[config.mk]
export PLATFORM = sky130hd
export DESIGN_NAME = muldiv_iter
export DESIGN_NICKNAME = d
export VERILOG_FILES = /design/src/rtl/muldiv_iter.sv
export SDC_FILE = /design/constraint.sdc
export NUM_CORES = 1
export LEC_CHECK = 0
export CAP_MARGIN = 0
export CORE_AREA = 2 2 164 166
export CTS_CLUSTER_DIAMETER = 60
export CTS_CLUSTER_SIZE = 20
export DETAILED_ROUTE_END_ITERATION = 8
export DIE_AREA = 0 0 166 168
export PLACE_DENSITY = 0.82
export REMOVE_ABC_BUFFERS = 1
export SLEW_MARGIN = 5
export SYNTH_ARGS = -nofsm -noshare
export SYNTH_HDL_FRONTEND = slang
export SYNTH_SLANG_ARGS = --single-unit
[constraint.sdc]
create_clock -name clk -period 6.6 [get_ports clk]
set_input_delay 1.32 -clock clk [delete_from_list [all_inputs] [get_ports clk]]
set_output_delay 1.32 -clock clk [all_outputs]
set_load 0.01 [all_outputs]
[src/rtl/muldiv_iter.sv]
// muldiv_iter: iterative multiply (STEP bits/cycle, MSB-first shift-add) and restoring divide (1 bit/cycle).
// The divide datapath is built only when MULDIV_DIV_EN is defined; otherwise ops 4/5 report op_err.
module muldiv_iter #(
    parameter int RV   = 32,
    parameter int STEP = 2
) (
    input  logic          clk,
    input  logic          reset,
    input  logic          start_i,
    input  logic [2:0]    op_i,
    input  logic [RV-1:0] a_i,
    input  logic [RV-1:0] b_i,
    input  logic          abort_i,
    input  logic          hi_we_i,
    input  logic [RV-1:0] hi_wdata_i,
    output logic          ready_o,
    output logic          done_o,
    output logic [RV-1:0] result_lo_o,
    output logic [RV-1:0] result_hi_o,
    output logic          div_by_zero_o,
    output logic          op_err_o
);
    localparam int CW   = $clog2(RV + 1);
    localparam int NMUL = RV / STEP;

    localparam logic [2:0] OP_MUL   = 3'd0;
    localparam logic [2:0] OP_MULS  = 3'd1;
    localparam logic [2:0] OP_MULSU = 3'd2;
    localparam logic [2:0] OP_DIVU  = 3'd4;
    localparam logic [2:0] OP_DIV   = 3'd5;

    typedef enum logic [1:0] {IDLE, RUN, FIX} state_t;

    state_t          state_q;
    logic            ready_q, done_q, div_by_zero_q, op_err_q;
    logic [RV-1:0]   result_lo_q, result_hi_q;
    logic [RV-1:0]   mag_a_q, mag_b_q;
    logic [2*RV-1:0] acc_q;
    logic [CW-1:0]   cnt_q;
    logic            is_div_q, bad_op_q, neg_lo_q, neg_hi_q, b_zero_q;

    // Issue-side decode: operand magnitudes and sign flags
    logic          is_mul, is_div, sign_a, sign_b;
    logic [RV-1:0] mag_a, mag_b;

    always_comb begin
        is_mul = (op_i == OP_MUL) || (op_i == OP_MULS) || (op_i == OP_MULSU);
`ifdef MULDIV_DIV_EN
        is_div = (op_i == OP_DIVU) || (op_i == OP_DIV);
`else
        is_div = 1'b0;
`endif
        sign_a = a_i[RV-1] && ((op_i == OP_MULS) || (op_i == OP_MULSU) || (is_div && op_i == OP_DIV));
        sign_b = b_i[RV-1] && ((op_i == OP_MULS) || (is_div && op_i == OP_DIV));
        mag_a  = sign_a ? -a_i : a_i;
        mag_b  = sign_b ? -b_i : b_i;
    end

    // Multiply step: acc = (acc << STEP) + |b| * next STEP bits of |a|
    logic [STEP-1:0]    digit;
    logic [RV+STEP-1:0] partial;
    logic [2*RV-1:0]    mul_acc_d;

    always_comb begin
        digit   = mag_a_q[RV-1 -: STEP];
        partial = '0;
        for (int i = 0; i < STEP; i++) begin
            if (digit[i]) partial = partial + ({{STEP{1'b0}}, mag_b_q} << i);
        end
        mul_acc_d = (acc_q << STEP) + {{(RV-STEP){1'b0}}, partial};
    end

`ifdef MULDIV_DIV_EN
    // Restoring divide step: remainder in acc_q[RV-1:0], dividend shifts out of mag_a_q
    // while quotient bits shift in from the bottom.
    logic [RV:0]     r_sh, diff;
    logic [2*RV-1:0] div_acc_d;
    logic [RV-1:0]   div_quo_d;

    always_comb begin
        r_sh      = {acc_q[RV-1:0], mag_a_q[RV-1]};
        diff      = r_sh - {1'b0, mag_b_q};
        div_acc_d = {{RV{1'b0}}, (diff[RV] ? r_sh[RV-1:0] : diff[RV-1:0])};
        div_quo_d = {mag_a_q[RV-2:0], ~diff[RV]};
    end
`endif

    // Sign fixup; a zero divisor leaves |a| in the remainder, so the dividend-sign
    // negation hands back a unchanged.
    logic [2*RV-1:0] prod_fix;
    logic [RV-1:0]   quo_fix, rem_fix;

    always_comb begin
        prod_fix = neg_lo_q ? -acc_q : acc_q;
        quo_fix  = b_zero_q ? '1 : (neg_lo_q ? -mag_a_q : mag_a_q);
        rem_fix  = neg_hi_q ? -acc_q[RV-1:0] : acc_q[RV-1:0];
    end

    always_ff @(posedge clk) begin
        if (!reset) begin
            state_q       <= IDLE;
            ready_q       <= 1'b0;
            done_q        <= 1'b0;
            div_by_zero_q <= 1'b0;
            op_err_q      <= 1'b0;
            result_lo_q   <= '0;
            result_hi_q   <= '0;
            mag_a_q       <= '0;
            mag_b_q       <= '0;
            acc_q         <= '0;
            cnt_q         <= '0;
            is_div_q      <= 1'b0;
            bad_op_q      <= 1'b0;
            neg_lo_q      <= 1'b0;
            neg_hi_q      <= 1'b0;
            b_zero_q      <= 1'b0;
        end else begin
            done_q <= 1'b0;
            case (state_q)
                IDLE: begin
                    ready_q <= 1'b1;
                    if (start_i && ready_q && !abort_i) begin
                        ready_q  <= 1'b0;
                        is_div_q <= is_div;
                        bad_op_q <= !(is_mul || is_div);
                        mag_a_q  <= mag_a;
                        mag_b_q  <= mag_b;
                        acc_q    <= '0;
                        neg_lo_q <= sign_a ^ sign_b;
                        neg_hi_q <= is_div ? sign_a : (sign_a ^ sign_b);
                        b_zero_q <= is_div && (b_i == '0);
                        cnt_q    <= is_div ? CW'(RV) : CW'(NMUL);
                        // Reserved ops take the single FIX cycle so done lands one edge after issue
                        state_q  <= (is_mul || is_div) ? RUN : FIX;
                    end else if (hi_we_i && ready_q && !start_i) begin
                        result_hi_q <= hi_wdata_i;
                    end
                end
                RUN: begin
                    if (abort_i) begin
                        state_q <= IDLE;
                        ready_q <= 1'b1;
                    end else begin
`ifdef MULDIV_DIV_EN
                        if (is_div_q) begin
                            acc_q   <= div_acc_d;
                            mag_a_q <= div_quo_d;
                        end else
`endif
                        begin
                            acc_q   <= mul_acc_d;
                            mag_a_q <= mag_a_q << STEP;
                        end
                        cnt_q <= cnt_q - CW'(1);
                        if (cnt_q == CW'(1)) state_q <= FIX;
                    end
                end
                FIX: begin
                    state_q <= IDLE;
                    ready_q <= 1'b1;
                    if (!abort_i) begin
                        done_q        <= 1'b1;
                        op_err_q      <= bad_op_q;
                        div_by_zero_q <= b_zero_q;
                        if (bad_op_q) begin
                            result_lo_q <= '0;
                            result_hi_q <= '0;
                        end else if (is_div_q) begin
                            result_lo_q <= quo_fix;
                            result_hi_q <= rem_fix;
                        end else begin
                            result_lo_q <= prod_fix[RV-1:0];
                            result_hi_q <= prod_fix[2*RV-1:RV];
                        end
                    end
                end
                default: begin
                    state_q <= IDLE;
                    ready_q <= 1'b0;
                end
            endcase
        end
    end

    assign ready_o       = ready_q;
    assign done_o        = done_q;
    assign result_lo_o   = result_lo_q;
    assign result_hi_o   = result_hi_q;
    assign div_by_zero_o = div_by_zero_q;
    assign op_err_o      = op_err_q;

endmodule

Yosys cells after proc, flatten, opt, wreduce, memory -nomap -nowiden
Cells that the tools add are included.
Storage, ports and cells
  register bits after elaboration: 205
  input port bits: 104
  output and inout port bits: 68
  word-level logic and storage cells: 83
Cells by class
  $add $sub $neg: 6
  equal/unequal tests: 12
  multiplexer cells: 29
  bitwise operators: 2
  reduce and logical (&&, ||, !) cells: 22
Operators by type and width (count)
  two-way mux 32 bit: 10
  two-way mux 64 bit: 3
  one-hot mux 32 bit (2 select lines): 2
  one-hot mux 64 bit (2 select lines): 1
  adder 64 x 34 -> 64 bit: 1
  negation 32 bit: 2
  negation 64 bit: 1
  adder 34 x 33 -> 34 bit: 1
  two-way mux 34 bit: 1
  two-way mux 6 bit: 2
  != test 2 bit, second input constant: 6
  one-hot mux 6 bit (2 select lines): 1
  two-way mux 2 bit: 4
  AND reduction 2 bit: 4
  equality test 6 x 1 -> 1 bit, second input constant: 1
  logical AND 1 bit: 6
  subtractor 6 x 1 -> 6 bit, second input constant: 1
  one-hot mux 2 bit (2 select lines): 1
  AND reduction 4 bit: 1
  nonzero test 2 bit: 2
  equality test 3 x 1 -> 1 bit, second input constant: 1
  equality test 3 x 2 -> 1 bit, second input constant: 1
  logical NOT 1 bit: 3
  logical NOT 3 bit: 1
  other kinds (10): 14

Depth between registers and ports, before layout
  depth after elaboration: 6
  gate-level depth with buffers: 29
  mapped depth without buffers: 24

Worst setup path after synthesis
No wires, ideal clock.
  path type: reg-to-reg
  start: register mag_a_q[30]
  end: register acc_q[55]
  library setup time: 0.127 ns
  data arrival time: 5.644 ns
  data required time: 6.473 ns
  path slack: 0.829 ns
  stages on the path, launching flop included: 28
  buffers on the path: 6
  period minus slack after synthesis: 5.771 ns
  cell sequence: dfxtp_1 -> buf_2 -> buf_2 -> clkbuf_1 -> clkbuf_1 -> and2_1 -> ha_1 -> a21oi_1 -> a2bb2oi_4 -> o21ai_2 -> o311a_1 -> o31a_1 -> nand2_1 -> o21ai_1 -> xor2_1 -> mux2_2 -> ha_1 -> clkbuf_1 -> nand4_1 -> nor3_1 -> nor2b_1 -> o21a_1 -> o2111ai_1 -> a211o_1 -> buf_2 -> nor3_1 -> xnor2_1 -> o21ai_1
On the way
  word-level cells in the longest chain between the ends: 6
RTL lines
  start, declared: line 37  | logic [RV-1:0] mag_a_q, mag_b_q;
  start signal, assigned: line 126  | mag_a_q <= mag_a;
  start signal, assigned: line 152  | mag_a_q <= mag_a_q << STEP;
  two-way mux 32 bit *: line 68  | if (digit[i]) partial = partial + ({{STEP{1'b0}}, mag_b_q} << i);
  adder 34 x 33 -> 34 bit: line 68
  two-way mux 34 bit *: line 68
  adder 64 x 34 -> 64 bit *: line 70  | mul_acc_d = (acc_q << STEP) + {{(RV-STEP){1'b0}}, partial};
  two-way mux 64 bit *: line 140  | if (abort_i) begin
  one-hot mux 64 bit (2 select lines) *: line 119  | case (state_q)
  end signal, assigned: line 151  | acc_q <= mul_acc_d;
  end, declared: line 38  | logic [2*RV-1:0] acc_q;
Every way passes the cells marked *; elsewhere a longest branch is shown, timed or not. The select of a mux whose other input is x is not followed.
A chain may end at the register's enable or synchronous reset.

Final worst setup path
  start: register mag_a_q[30]
  end: register acc_q[63]
Same word-level chain as after synthesis.

==> impl_metrics.ini <==
[grt]
grt_pass1_vias = 12800
antenna_found_initial = 0
grt_max_degree = 82
grt_first_pass_wirelength_um = 62300
gr-usage-all-layers_pct = 25.6
grt_overflow = 0

[worst_setup_path]
setup.worst_path.class = reg -> reg
cp_data_required_time_ps = 6980
endpoint_kind = flop
cpMaxStageDelayCell = fa_1
crit_path_max_fanout = 12
critPathArrivalTime_ps = 6220
critPathLaunchType = flop
path_cells = and2_1 -> ha_1 -> fa_1 -> o21ai_0 -> o21ai_0 -> a2111o_1 -> a22oi_1 -> and2b_1 -> o21ai_1 -> nand2b_1 -> a21oi_1 -> xnor2_1 -> mux2_2 -> ha_1 -> nand4_1 -> nor3_1 -> nor2b_1 -> o21a_1 -> o2111ai_1 -> a211o_1 -> nor4_1 -> xnor2_1 -> o21ai_1
crit_path_max_incr_delay_ps = 510

[synth]
synth_edf_count = 0
yosys_warnings = 0
async_flop_share_pct = 0
yosysTopAreaCellShare_pct = 27.6
ys_seq_area_share_pct = 27.6
netlist_area_um2 = 14900
synth_ff_type = dfxtp_1
yosysTopAreaCell = dfxtp_1
syn_avg_cell_area_um2 = 7.53
yosys-top-cells-count = nand2_1, dfxtp_1, nor2_1
synthCells = 1978
ys_ff_latch = 205
synthMostInstantiatedCell = nand2_1
synth_cell_types = 87
synth_area_leaders = dfxtp_1, xnor2_1, nand2_1, ha_1, o21ai_0

[sta]
tightestPinTransition_ps = 1160
finClkSkew_ps = 22.7
timing.fmax_ghz = 0.171
finalMaxSlewViolations = 0
hold_viol_final = 0
period_needed_ps = 5830
slew_headroom_pct = 22.5
holdWs_ps = 459
finalCritPeriodShare_pct = 88.4
tns_ps = 0
rsz0062_at_grt = false
setup-violations-final = 0

[layout]
fin_util_pct = 65.2
multi_input_area_um2 = 10100
final_area_um2 = 17200
fill_cells = 2229
diodes = 0
seq_area_um2 = 4110
area_growth_syn_to_layout_pct = 15.3
drive_above_1_share_pct = 5.51
fin_nets = 2214

[floorplanning]
boundaryPins = 172
die_h_um = 168
coreArea_um2 = 26400
num_rows = 60
start_util_pct = 56.5
die_x_um = 166
die_area_um2 = 27900

[clock_network]
worstSkewPairLatency_ps = 500
cts.path.max_buffers = 3
postCtsHoldBufs = 0
clk_pin_slew_worst_paths_ps = 80
post_cts_buffers = 0
root_buffer = clkbuf_16
cts_inserted_buffers = 16
htree_levels = 1
cts_num_sinks = 205
cts_tree = built
cts_resized = 0

[placed_design]
gp_congestion = 0.945
dpl_cell_area_um2 = 16600
numPortBuffers = 170
hpwl_um = 27600

[route]
via_count = 14300
wl_um = 37600
firstDrtPassIters = 5
ant_nets = 0
viasPerCell = 5.98
wl_per_cell_um = 15.7
drc = 0
drt_iter0_drc = 1394

[pwr]
powerDensity_nw_per_um2 = 182
irDropWorstVdd_uv = 170
power.total_mw = 3.12
leakage_nw = 6.73

[run_status]
outcome = finished clean

[worst_hold_path]
holdCritPathClass = reg -> reg

[flow_run]
drv_cap = 0
## layer usage
layer / vias up / GRT usage (%) / part of all wire [%]
met5: - / 0 / 0
met1: 6584 / 37.2 / 48
met2: 492 / 40.5 / 44
li1: 7169 / - / -
met4: 0 / 5.71 / 1.6
met3: 53 / 3.39 / 6.2
## worst max-delay path: cells and delay by family (launching register included)
kind	cells	cell delay (ps)
AO/OA/AOI/OAI	10	2240
AND/OR/NAND/NOR	7	1440
adder cells (fa/ha/maj)	3	1130
flip-flops	1	400
multiplexers	1	280
XOR/XNOR	2	240
## kinds of logic (layout without fill, tap and decap cells)
logic type,after synthesis,in the layout,share of synthesized area (%)
simple gates,687,687,21.9
compound gates,605,605,26.0
flops,205,205,27.6
xor+xnor,204,204,12.0
buf+inv,181,254,4.69
fa+ha+maj,68,68,5.80
mux,27,27,2.00
other cells,1,1,0.0252
## layout make-up
type | instances | share of cell area [%]
timing repair buffer | 184 | 10.6
clock inverter | 6 | 0.430
multi-input combinational | 1592 | 59.0
clock buffer | 20 | 2.66
tap | 341 | 2.48
inverter | 44 | 0.976
sequential | 205 | 23.9
## state kept, by name, summed over array words and instances, names as in the netlist
register and flops:
state_q 2, mag_b_q 32, ready_o 1, op_err_o 1, cnt_q 6, acc_q 64, result_hi_o 32, bad_op_q 1
mag_a_q 32, result_lo_o 32, done_o 1, neg_hi_q 1
## per-stage QoR
step           worst slack, ps  instances
2_1_floorplan             1000       1841
3_3_place_gp               972       2366
3_5_place_dp               807       2366
4_1_cts                    791       2392
5_1_grt                    296       2392
6_report                   768       2392
## layout by cell type, fill, tap and decap left out, types with 27 or more instances in the layout
cell type	Yosys	routed
nand2_1	249	249
dfxtp_1	205	204
nor2_1	203	200
clkdlybuf4s50_1	0	170
o21ai_0	158	158
a21oi_1	151	150
xnor2_1	123	123
xor2_1	81	81
ha_1	65	64
a22oi_1	61	61
inv_1	44	43
a21o_1	37	37
nor3_1	36	36
a211oi_1	33	33
and2_1	31	31
o31ai_1	27	27
## report_power, final
group	leakage (nW)	total [mW]	internal, mW	switching, mW
registers	1.66	1.41	1.33	0.0824
clock network	0.260	1.03	0.540	0.488
logic	4.80	0.687	0.313	0.374
total	6.73	3.12	2.18	0.944
## final timing paths
| check | from | end | slack (ps) | cells after the start |
|---|---|---|---|---|
| setup / recovery | mag_a_q[30] | acc_q[63] | 770 | 23 |
| setup reg to reg | mag_a_q[30] | acc_q[63] | 770 | 23 |
| hold reg to reg | mag_a_q[21] | mag_a_q[21] | 460 | 2 |
| hold / removal | mag_a_q[21] | mag_a_q[21] | 460 | 2 |
Note: power is estimated with default switching activity, not from simulation.
